`src/rtl/snn_sched_pkg.sv`:
```
// Shared types for the SNN timestep scheduler: core count, per-core mask and FSM states.
package snn_sched_pkg;

    localparam int unsigned NUM_CORES = 2;

    typedef logic [NUM_CORES-1:0] core_mask_t;

    typedef enum logic [2:0] {
        S_IDLE,
        S_LAUNCH,
        S_WAIT,
        S_CAPTURE,
        S_NEXT,
        S_FINISH
    } sched_state_e;

endpackage

```
`src/rtl/snn_step_scheduler_if.sv`:
```
// Core handshake, spike-capture strobe and snooped host bank-select/bus signals.
interface snn_step_scheduler_if;
    import snn_sched_pkg::*;

    core_mask_t core_start_o;
    core_mask_t core_done_i;
    core_mask_t enable_calc_o;
    core_mask_t host_core_sel_i;
    core_mask_t core_en_o;
    logic       wbs_cyc_i;
    logic       wbs_stb_i;

    modport master (
        output core_start_o,
        output enable_calc_o,
        output core_en_o,
        input  core_done_i,
        input  host_core_sel_i,
        input  wbs_cyc_i,
        input  wbs_stb_i
    );

    modport slave (
        input  core_start_o,
        input  enable_calc_o,
        input  core_en_o,
        output core_done_i,
        output host_core_sel_i,
        output wbs_cyc_i,
        output wbs_stb_i
    );

endinterface

```
`src/rtl/snn_done_tracker.sv`:
```
// Sticky per-core done collection plus WAIT-phase timeout counter.
module snn_done_tracker
    import snn_sched_pkg::*;
#(
    parameter int unsigned TIMEOUT_CYCLES = 4096
) (
    input  logic       clk,
    input  logic       rst_n,
    input  logic       clr,
    input  logic       en,
    input  core_mask_t mask,
    input  core_mask_t done,
    output logic       all_done_c,
    output logic       timeout_c
);

    localparam int unsigned TO_W    = (TIMEOUT_CYCLES == 0) ? 1 : $clog2(TIMEOUT_CYCLES + 1);
    localparam int unsigned TO_LAST = (TIMEOUT_CYCLES == 0) ? 0 : TIMEOUT_CYCLES - 1;

    core_mask_t      done_seen;
    core_mask_t      done_seen_nxt;
    logic [TO_W-1:0] to_cnt;

    // A done arriving alongside the last missing bit completes the step this cycle.
    assign done_seen_nxt = done_seen | (done & mask);
    assign all_done_c    = en && (done_seen_nxt == mask);
    assign timeout_c     = (TIMEOUT_CYCLES != 0) && en && (to_cnt == TO_W'(TO_LAST));

    always_ff @(posedge clk or negedge rst_n) begin
        if (!rst_n) begin
            done_seen <= '0;
            to_cnt    <= '0;
        end else if (clr) begin
            done_seen <= '0;
            to_cnt    <= '0;
        end else if (en) begin
            done_seen <= done_seen_nxt;
            if (to_cnt != TO_W'(TO_LAST)) begin
                to_cnt <= to_cnt + TO_W'(1);
            end
        end
    end

endmodule

```
`src/rtl/snn_step_scheduler.sv`:
```
// Timestep sequencer: launches enabled cores, collects done, commits spikes, arbitrates the bank memory.
module snn_step_scheduler
    import snn_sched_pkg::*;
#(
    parameter int unsigned STEP_W         = 16,
    parameter int unsigned TIMEOUT_CYCLES = 4096
) (
    input  logic              wb_clk_i,
    input  logic              wb_rst_ni,
    input  logic              start_i,
    input  logic              stop_i,
    input  logic [STEP_W-1:0] num_steps_i,
    input  core_mask_t        core_mask_i,
    input  logic              irq_clr_i,
    output logic              busy_o,
    output logic              done_o,
    output logic              irq_o,
    output logic              error_o,
    output logic [STEP_W-1:0] step_cnt_o,
    snn_step_scheduler_if.master bus
);

    sched_state_e      state;
    core_mask_t        mask_q;
    core_mask_t        core_start_q;
    logic [STEP_W-1:0] steps_q;
    logic [STEP_W-1:0] step_nxt;
    logic              host_cyc_c;
    logic              all_done_c;
    logic              timeout_c;
    logic              run_state_c;

    assign host_cyc_c  = bus.wbs_cyc_i & bus.wbs_stb_i;
    assign step_nxt    = step_cnt_o + STEP_W'(1);
    assign run_state_c = (state == S_LAUNCH) || (state == S_WAIT) ||
                         (state == S_CAPTURE) || (state == S_NEXT);

    // Capture is decoded against the live host strobe so it can never share a cycle with one.
    assign bus.enable_calc_o = (state == S_CAPTURE && !host_cyc_c && !stop_i) ? mask_q : '0;
    assign bus.core_en_o     = busy_o ? '0 : bus.host_core_sel_i;
    assign bus.core_start_o  = core_start_q;

    snn_done_tracker #(
        .TIMEOUT_CYCLES (TIMEOUT_CYCLES)
    ) u_done_tracker (
        .clk        (wb_clk_i),
        .rst_n      (wb_rst_ni),
        .clr        (state == S_LAUNCH),
        .en         (state == S_WAIT),
        .mask       (mask_q),
        .done       (bus.core_done_i),
        .all_done_c (all_done_c),
        .timeout_c  (timeout_c)
    );

    // Sequencer; pulse outputs are set on the transition into the state they belong to.
    always_ff @(posedge wb_clk_i or negedge wb_rst_ni) begin
        if (!wb_rst_ni) begin
            state        <= S_IDLE;
            mask_q       <= '0;
            steps_q      <= '0;
            core_start_q <= '0;
            busy_o       <= 1'b0;
            done_o       <= 1'b0;
            irq_o        <= 1'b0;
            error_o      <= 1'b0;
            step_cnt_o   <= '0;
        end else begin
            core_start_q <= '0;
            done_o       <= 1'b0;
            if (irq_clr_i) begin
                irq_o <= 1'b0;
            end
            if (stop_i && run_state_c) begin
                state  <= S_FINISH;
                done_o <= 1'b1;
            end else begin
                case (state)
                    S_IDLE: begin
                        if (start_i) begin
                            mask_q     <= core_mask_i;
                            steps_q    <= num_steps_i;
                            step_cnt_o <= '0;
                            busy_o     <= 1'b1;
                            if (core_mask_i == '0 || num_steps_i == '0) begin
                                error_o <= 1'b1;
                                state   <= S_FINISH;
                                done_o  <= 1'b1;
                            end else begin
                                error_o      <= 1'b0;
                                state        <= S_LAUNCH;
                                core_start_q <= core_mask_i;
                            end
                        end
                    end
                    S_LAUNCH: state <= S_WAIT;
                    S_WAIT: begin
                        if (all_done_c) begin
                            state <= S_CAPTURE;
                        end else if (timeout_c) begin
                            error_o <= 1'b1;
                            state   <= S_FINISH;
                            done_o  <= 1'b1;
                        end
                    end
                    S_CAPTURE: begin
                        if (!host_cyc_c) begin
                            state <= S_NEXT;
                        end
                    end
                    S_NEXT: begin
                        step_cnt_o <= step_nxt;
                        if (step_nxt == steps_q) begin
                            state  <= S_FINISH;
                            done_o <= 1'b1;
                        end else begin
                            state        <= S_LAUNCH;
                            core_start_q <= mask_q;
                        end
                    end
                    S_FINISH: begin
                        irq_o  <= 1'b1;
                        busy_o <= 1'b0;
                        state  <= S_IDLE;
                    end
                    default: begin
                        busy_o <= 1'b0;
                        state  <= S_IDLE;
                    end
                endcase
            end
        end
    end

endmodule

```
`src/flat_wrapper.sv`:
```
// flat-port wrapper written by rule: the top's interface ports become plain ports
module snn_step_scheduler_flat import snn_sched_pkg::*;
#(
    parameter int unsigned STEP_W         = 16,
    parameter int unsigned TIMEOUT_CYCLES = 4096
)
  (wb_clk_i, wb_rst_ni, start_i, stop_i, num_steps_i, core_mask_i, irq_clr_i, busy_o, done_o, irq_o, error_o, step_cnt_o, bus_core_start_o, bus_enable_calc_o, bus_core_en_o, bus_core_done_i, bus_host_core_sel_i, bus_wbs_cyc_i, bus_wbs_stb_i);
  snn_step_scheduler_if bus_i ();
  input  logic wb_clk_i;
  input  logic wb_rst_ni;
  input  logic start_i;
  input  logic stop_i;
  input  logic [STEP_W-1:0] num_steps_i;
  input  core_mask_t core_mask_i;
  input  logic irq_clr_i;
  output logic busy_o;
  output logic done_o;
  output logic irq_o;
  output logic error_o;
  output logic [STEP_W-1:0] step_cnt_o;
  output wire logic [$bits(bus_i.core_start_o)-1:0] bus_core_start_o;
  output wire logic [$bits(bus_i.enable_calc_o)-1:0] bus_enable_calc_o;
  output wire logic [$bits(bus_i.core_en_o)-1:0] bus_core_en_o;
  input wire logic [$bits(bus_i.core_done_i)-1:0] bus_core_done_i;
  input wire logic [$bits(bus_i.host_core_sel_i)-1:0] bus_host_core_sel_i;
  input wire logic [$bits(bus_i.wbs_cyc_i)-1:0] bus_wbs_cyc_i;
  input wire logic [$bits(bus_i.wbs_stb_i)-1:0] bus_wbs_stb_i;
  assign bus_core_start_o = bus_i.core_start_o;
  assign bus_enable_calc_o = bus_i.enable_calc_o;
  assign bus_core_en_o = bus_i.core_en_o;
  assign bus_i.core_done_i = bus_core_done_i;
  assign bus_i.host_core_sel_i = bus_host_core_sel_i;
  assign bus_i.wbs_cyc_i = bus_wbs_cyc_i;
  assign bus_i.wbs_stb_i = bus_wbs_stb_i;
  snn_step_scheduler #(.STEP_W(STEP_W), .TIMEOUT_CYCLES(TIMEOUT_CYCLES)) u_core (.wb_clk_i(wb_clk_i), .wb_rst_ni(wb_rst_ni), .start_i(start_i), .stop_i(stop_i), .num_steps_i(num_steps_i), .core_mask_i(core_mask_i), .irq_clr_i(irq_clr_i), .busy_o(busy_o), .done_o(done_o), .irq_o(irq_o), .error_o(error_o), .step_cnt_o(step_cnt_o), .bus(bus_i));
endmodule
```
`config.mk`:
```
export PLATFORM = sky130hd
export DESIGN_NAME = snn_step_scheduler_flat
export DESIGN_NICKNAME = d
export VERILOG_FILES = /design/src/rtl/snn_sched_pkg.sv /design/src/rtl/snn_step_scheduler_if.sv /design/src/rtl/snn_done_tracker.sv /design/src/rtl/snn_step_scheduler.sv /design/src/flat_wrapper.sv
export SDC_FILE = /design/constraint.sdc
export NUM_CORES = 1
export LEC_CHECK = 0
export ABC_CLOCK_PERIOD_IN_PS = 2300
export CAP_MARGIN = 0
export CORE_MARGIN = 1
export CORE_UTILIZATION = 54
export DETAILED_ROUTE_END_ITERATION = 10
export PLACE_DENSITY_LB_ADDON = 0.12
export SYNTH_ARGS = -nofsm -noshare
export SYNTH_HDL_FRONTEND = slang
export SYNTH_SLANG_ARGS = --single-unit
```
`constraint.sdc`:
```
create_clock -name wb_clk_i -period 2.3 [get_ports wb_clk_i]
set_input_delay 0.345 -clock wb_clk_i [delete_from_list [all_inputs] [get_ports wb_clk_i]]
set_output_delay 0.345 -clock wb_clk_i [all_outputs]
set_load 0.1 [all_outputs]
```
==> out/summary.txt, run 1 <==
Worst Path Required - 2.52 ns
Slew Viols, Final - 0
WP data arrival - 2.39 ns
crit share post-route - 94.5%
kind of critical path - register to register
CTS Sinks - 58
WL final - 8.38 mm
final hold viol count - 0
total die area - 6610 sq um
number of remaining DRC errors - 0
row count - 28
Fmax - 460 MHz
initial antenna violation count - 0
clock buffer depth - 2
relative slew slack - 22.4%
Synth top area share - 42.7%
Layout Skew - 0.0103 ns
routed vias/inst - 6.00
grt total ovfl - 0
Inserted Diodes - 0
nets - 455
number of flops mapped to enable cells by yosys - 0
Synth warnings - 0
leakage power - 1.82 nW
register bit total from synthesis - 58
Initial Utilization - 56.7%
Tightest Hold Check Type - input pin to asynchronous set/reset pin
chip height - 81.3 um
worst skew pair latency - 0.35 ns
htree depth - 3
Post-Syn Area - 3400 sq um
final core utilization - 73.1%
largest net degree at the start of global routing - 34
Synth area leaders - dfrtp_1, mux2_2, o21ai_0
sequential area share after synthesis - 42.7%
Post-CTS Setup Bufs - 0
syn nets - 385
Startpoint Class - register
ratio of cells with drive above 1 in the final layout - 26.6%
Post-synth top flop - dfrtp_1
antenna viol nets, final - 0
count of different cell masters after synthesis - 59
DR vias - 3022
Design Power - 4.92 mW
clock root cell - clkbuf_8
Synth area leader - dfrtp_1
vias in the first global route - 2800
initial DRC count - 213
Tmin final - 2.17 ns
Total Routing Usage GR - 27.9%
top-level I/O count - 55
Core Area - 5990 sq um
final setup TNS - 0 ns
CTS Buf Count - 9
WL per Instance - 16.6 um
TritonCTS clock tree - built
status - finished, final reports clean
clock-pin slew on the worst setup and hold paths - 0.07 ns
PortBufs - 54
DRT Pass-1 Iters - 5
Die W - 81.3 um
Worst Setup End Kind - register
first-pass GRT wire length - 13.6 mm
Post-Syn Instances - 354
pwr dens - 1120 nW/um^2
Max IR drop VDD - 1.22 mV
final setup fails - 0
placer congestion estimate - 0.914
actual transition at the worst max-transition pin - 1.16 ns
Layout area overhead - 28.9%
CP Max Fanout - 10
Final HPWL DP - 6.00 mm
average cell area after synthesis - 9.59 sq um
asr flop ratio synth - 100%
MaxCap Viol Count - 0
-- worst paths after layout --
path / from / end / cells after the start / slack, ns
min in group wb_clk_i: u_core.steps_q[0]$_DFFE_PN0P_ / u_core.steps_q[0]$_DFFE_PN0P_ / 1 / 0.54
min: wb_rst_ni / u_core.steps_q[14]$_DFFE_PN0P_ / 1 / 0.05
max: u_core.step_cnt_o[7]$_DFFE_PN0P_ / u_core.bus.core_start_o[1]$_DFF_PN0_ / 6 / 0.13
max in group asynchronous: wb_rst_ni / u_core.error_o$_DFFE_PN0P_ / 2 / 1.59
min reg2reg: u_core.steps_q[0]$_DFFE_PN0P_ / u_core.steps_q[0]$_DFFE_PN0P_ / 1 / 0.54
max reg2reg: u_core.step_cnt_o[7]$_DFFE_PN0P_ / u_core.bus.core_start_o[1]$_DFF_PN0_ / 6 / 0.13
-- synthesized netlist by cell type, types with 3 or more instances --
library cell / count
o22ai_1: 3
buf_6: 3
nor3b_1: 3
a22o_1: 3
mux2_2: 18
nand4_1: 9
o31ai_1: 3
buf_4: 3
inv_1: 5
xor2_1: 13
o211ai_1: 3
nor2_1: 32
dfrtp_1: 58
nand2_1: 29
clkbuf_2: 3
o21ai_0: 35
nand3_1: 13
xnor2_1: 19
clkbuf_1: 7
and3_1: 5
and2_1: 5
a31oi_1: 4
nor2b_1: 10
or3_1: 4
a21oi_1: 12
nor4_1: 10
nor3_1: 3
-- metrics by stage --
stage / worst slack, ns / cells / cell area [sq um] / hold WS [ns]
after floorplan: -0.279 / 354 / 3430 / 0.0494
after global placement: 0.0580 / 488 / 4110 / 0.439
after detailed placement: -0.00313 / 488 / 4110 / 0.448
after CTS: 0.0216 / 504 / 4360 / 0.0827
after global routing: -0.0281 / 504 / 4380 / 0.116
final: 0.128 / 504 / 4380 / 0.0546
-- where the power goes --
part / total, mW / switching [mW] / internal, mW / leakage (nW)
Combinational: 2.13 / 1.29 / 0.838 / 0.959
Clock: 1.19 / 0.416 / 0.775 / 0.129
Sequential: 1.60 / 0.293 / 1.31 / 0.732
Total: 4.92 / 2.00 / 2.92 / 1.82
-- routing by layer --
metal	track usage (%)	vias to the layer above	wire length, um
li1	-	1429	-
met1	37.5	1454	3720
met4	10.4	0	141
met3	7.08	13	534
met5	0	-	0
met2	43.3	126	3980
-- repair_timing --
item                       4_1_cts  5_1_grt
hold buffers                     0        0
setup endpoints to repair        0        4
gates resized for setup          0        3
-- cell families (layout without fill, tap and decap cells) --
logic type,Yosys count,after routing,synth area share [%]
AO/OA/AOI/OAI,81,81,14.8
AND/OR/NAND/NOR,139,139,23.4
XOR/XNOR,32,32,8.25
flip-flops,58,58,42.7
multiplexers,19,19,6.26
adder cells (fa/ha/maj),2,2,0.737
buffers and inverters,23,98,3.80
-- state kept, by name, summed over array words and instances, names as in the netlist --
name	count
u_core.u_done_tracker.to_cnt	13
u_core.busy_o	1
u_core.step_cnt_o	16
u_core.irq_o	1
u_core.mask_q	2
u_core.state	3
u_core.bus.core_start_o	2
u_core.done_o	1
u_core.error_o	1
u_core.steps_q	16
u_core.u_done_tracker.done_seen	2
-- final cells by class --
type / instances / area (sq um)
Inverter: 5 / 18.8
Sequential cell: 58 / 1480
Fill cell: 463 / 1610
Clock inverter: 5 / 100
Tap cell: 75 / 93.8
Timing Repair Buffer: 77 / 693
Multi-Input combinational cell: 273 / 1840
Clock buffer: 11 / 151
-- cell usage in the layout (no fill, tap or decap), drive strengths merged, types with 6 or more instances in the layout --
cell type      count
buf               50
mux2              18
nor2b             10
and3               6
xor2              13
nand2             29
o21ai             36
clkdlybuf4s50     27
nor2              32
clkbuf            11
nand3             16
nand4             10
nor4              13
a21oi             12
dfrtp             58
xnor2             19
-- critical path, stage by stage (launching register included) --
cell and delay (ns):
dfrtp_4 0.55, xnor2_2 0.23, or3b_2 0.45, o21ai_0 0.23, o21ai_0 0.15, nor4_2 0.29
o21ai_0 0.14
Note: power is estimated with default switching activity, not from simulation.
==> inputs of run 2 (changes only) <==
- ABC_CLOCK_PERIOD_IN_PS: 2300 -> 1800
- CORE_UTILIZATION: 54 -> 49
- clock period: 2.3 -> 1.8 ns (I/O delays scaled with it)
==> out/summary.txt, run 2 (synthesis gave the netlist of run 1 again) <==
most frequent cells in the layout - buf_4, dfrtp_1, nor2_1, clkdlybuf4s50_1, nand2_1
R2R cell count - 6
PortBufs - 54
final hold viol count - 0
total die area - 7270 sq um
antenna viol nets, final - 0
Total Routing Usage GR - 27.5%
Inserted Diodes - 0
largest net degree at the start of global routing - 59
clock power share - 16.0%
Crit-path slowest cell - dfrtp_4
DR vias - 3388
htree depth - 3
crit path to - u_core.state[2]$_DFFE_PN0P_
clock buffer depth - 2
slowest stage delay, CP - 0.49 ns
Initial Utilization - 52.0%
Design Power - 6.71 mW
Critical Path, Cell by Cell - nand2_4, or3_4, a221oi_4, o211ai_1, nor4_2, o31a_1
worst skew pair latency - 0.35 ns
CTS Sinks - 58
initial DRC count - 171
FILL cells - 384
nets - 532
Tightest Hold Check Type - input pin to asynchronous set/reset pin
crit share post-route - 115%
chip height - 85.2 um
WP data arrival - 2.34 ns
initial antenna violation count - 0
Layout area overhead - 58.5%
R2R Path End - u_core.state[2]$_DFFE_PN0P_
pwr dens - 1250 nW/um^2
sw frac - 42.6%
final core utilization - 82.4%
Slew Viols, Final - 0
CTS Buf Count - 9
Worst Setup SP - u_core.step_cnt_o[8]$_DFFE_PN0P_
first-pass GRT wire length - 15.4 mm
Layout Skew - 0.0137 ns
kind of critical path - register to register
row count - 29
worst hold slack - 0.426 ns
final setup fails - 5
Switch Pwr - 2.86 mW
Comb power frac - 54.3%
top flop regs - u_core.step_cnt_o: 16 flops, u_core.steps_q: 16 flops, u_core.u_done_tracker.to_cnt: 13 flops
clock root cell - clkbuf_8
status - complete, but fails checks
Fmax - 485 MHz
TritonCTS clock tree - built
ratio of cells with drive above 1 in the final layout - 44.7%
Final HPWL DP - 6.73 mm
FF-to-FF setup slack - -0.26 ns
WL final - 9.91 mm
Tmin final - 2.06 ns
CP Max Fanout - 6
leakage power - 2.31 nW
worst setup margin - -0.262 ns
sequential share of power - 29.7%
Core Area - 6530 sq um
vias in the first global route - 3287
MaxCap Viol Count - 0
number of remaining DRC errors - 0
Max IR drop VDD - 1.42 mV
actual transition at the worst max-transition pin - 0.489 ns
Pint - 3.85 mW
commonest non-fill, non-tap cell in the layout - buf_4
grt total ovfl - 0
WL per Instance - 17.0 um
Die W - 85.2 um
relative slew slack - 67.2%
RSZ-0062 raised after global routing - true
Worst Setup End Kind - register
Startpoint Class - register
Worst Path Required - 2.08 ns
clock-pin slew on the worst setup and hold paths - 0.07 ns
failing checks - negative setup slack
placer congestion estimate - 0.894
DRT Pass-1 Iters - 6
beginning of the worst register-to-register path - u_core.step_cnt_o[8]$_DFFE_PN0P_
top-level I/O count - 55
routed vias/inst - 5.81
pre-CTS setup slack - -0.352 ns
-- run 2: power by group through the flow --
stage	Combinational (mW)	Sequential [mW]	Clock, mW
2_1_floorplan	1.57	2.50	0
3_3_place_gp	3.20	2.00	0
3_5_place_dp	3.26	2.02	0
4_1_cts	3.43	1.98	1.08
5_1_grt	3.86	2.03	1.15
6_report	3.64	1.99	1.07
-- run 2: what timing repair did --
item / in CTS / in global routing
setup buffers: 6 / 16
setup endpoints to repair: 9 / 20
endpoints found under the hold margin: 58 / 0
hold buffers: 1 / 0
resized for setup: 14 / 32
pin swaps: 5 / 12
-- run 2: worst min-delay path by stage --
stage                                                       to  slack [ns]  depth (start not counted)
after floorplan           u_core.bus.core_start_o[0]$_DFF_PN0_       -0.03                          0
after global placement       u_core.step_cnt_o[11]$_DFFE_PN0P_        0.30                          2
after detailed placement      u_core.step_cnt_o[9]$_DFFE_PN0P_        0.30                          2
after CTS                     u_core.step_cnt_o[9]$_DFFE_PN0P_        0.47                          3
after global routing          u_core.step_cnt_o[8]$_DFFE_PN0P_        0.47                          3
final                         u_core.step_cnt_o[9]$_DFFE_PN0P_        0.43                          3
-- run 2: worst max-delay path: cells and delay by family (launching register included) --
kind | cells | cell delay (ns)
and+or+nand+nor | 3 | 0.81
DFF | 1 | 0.49
AOI/OAI and AO/OA | 3 | 0.71
-- run 2: cell type report --
cell class | count | area, sq um | share of cell area [%]
multi-input cells | 273 | 2060 | 38.2
flip-flops and latches | 58 | 1500 | 27.8
clock inverters | 5 | 30.0 | 0.558
clock buffers | 11 | 141 | 2.63
inverters | 5 | 18.8 | 0.349
repair buffers | 154 | 1540 | 28.7
well taps | 77 | 96.3 | 1.79
-- run 2: layer usage --
| metal | vias to the layer above | part of all wire [%] | global-route usage [%] |
|---|---|---|---|
| li1 | 1585 | - | - |
| met1 | 1651 | 43 | 36.8 |
| met2 | 129 | 49 | 44.4 |
| met3 | 23 | 5.7 | 4.86 |
| met4 | 0 | 2.1 | 11.2 |
| met5 | - | 0 | 0 |
-- run 2: per-stage QoR --
stage,setup TNS (ns),std cells,area (sq um)
6_report,-0.909,583,5380
5_1_grt,-1.62,583,5380
4_1_cts,-0.830,570,5190
3_5_place_dp,-2.95,547,4890
3_3_place_gp,-2.25,547,4890
2_1_floorplan,-1.38,354,3560
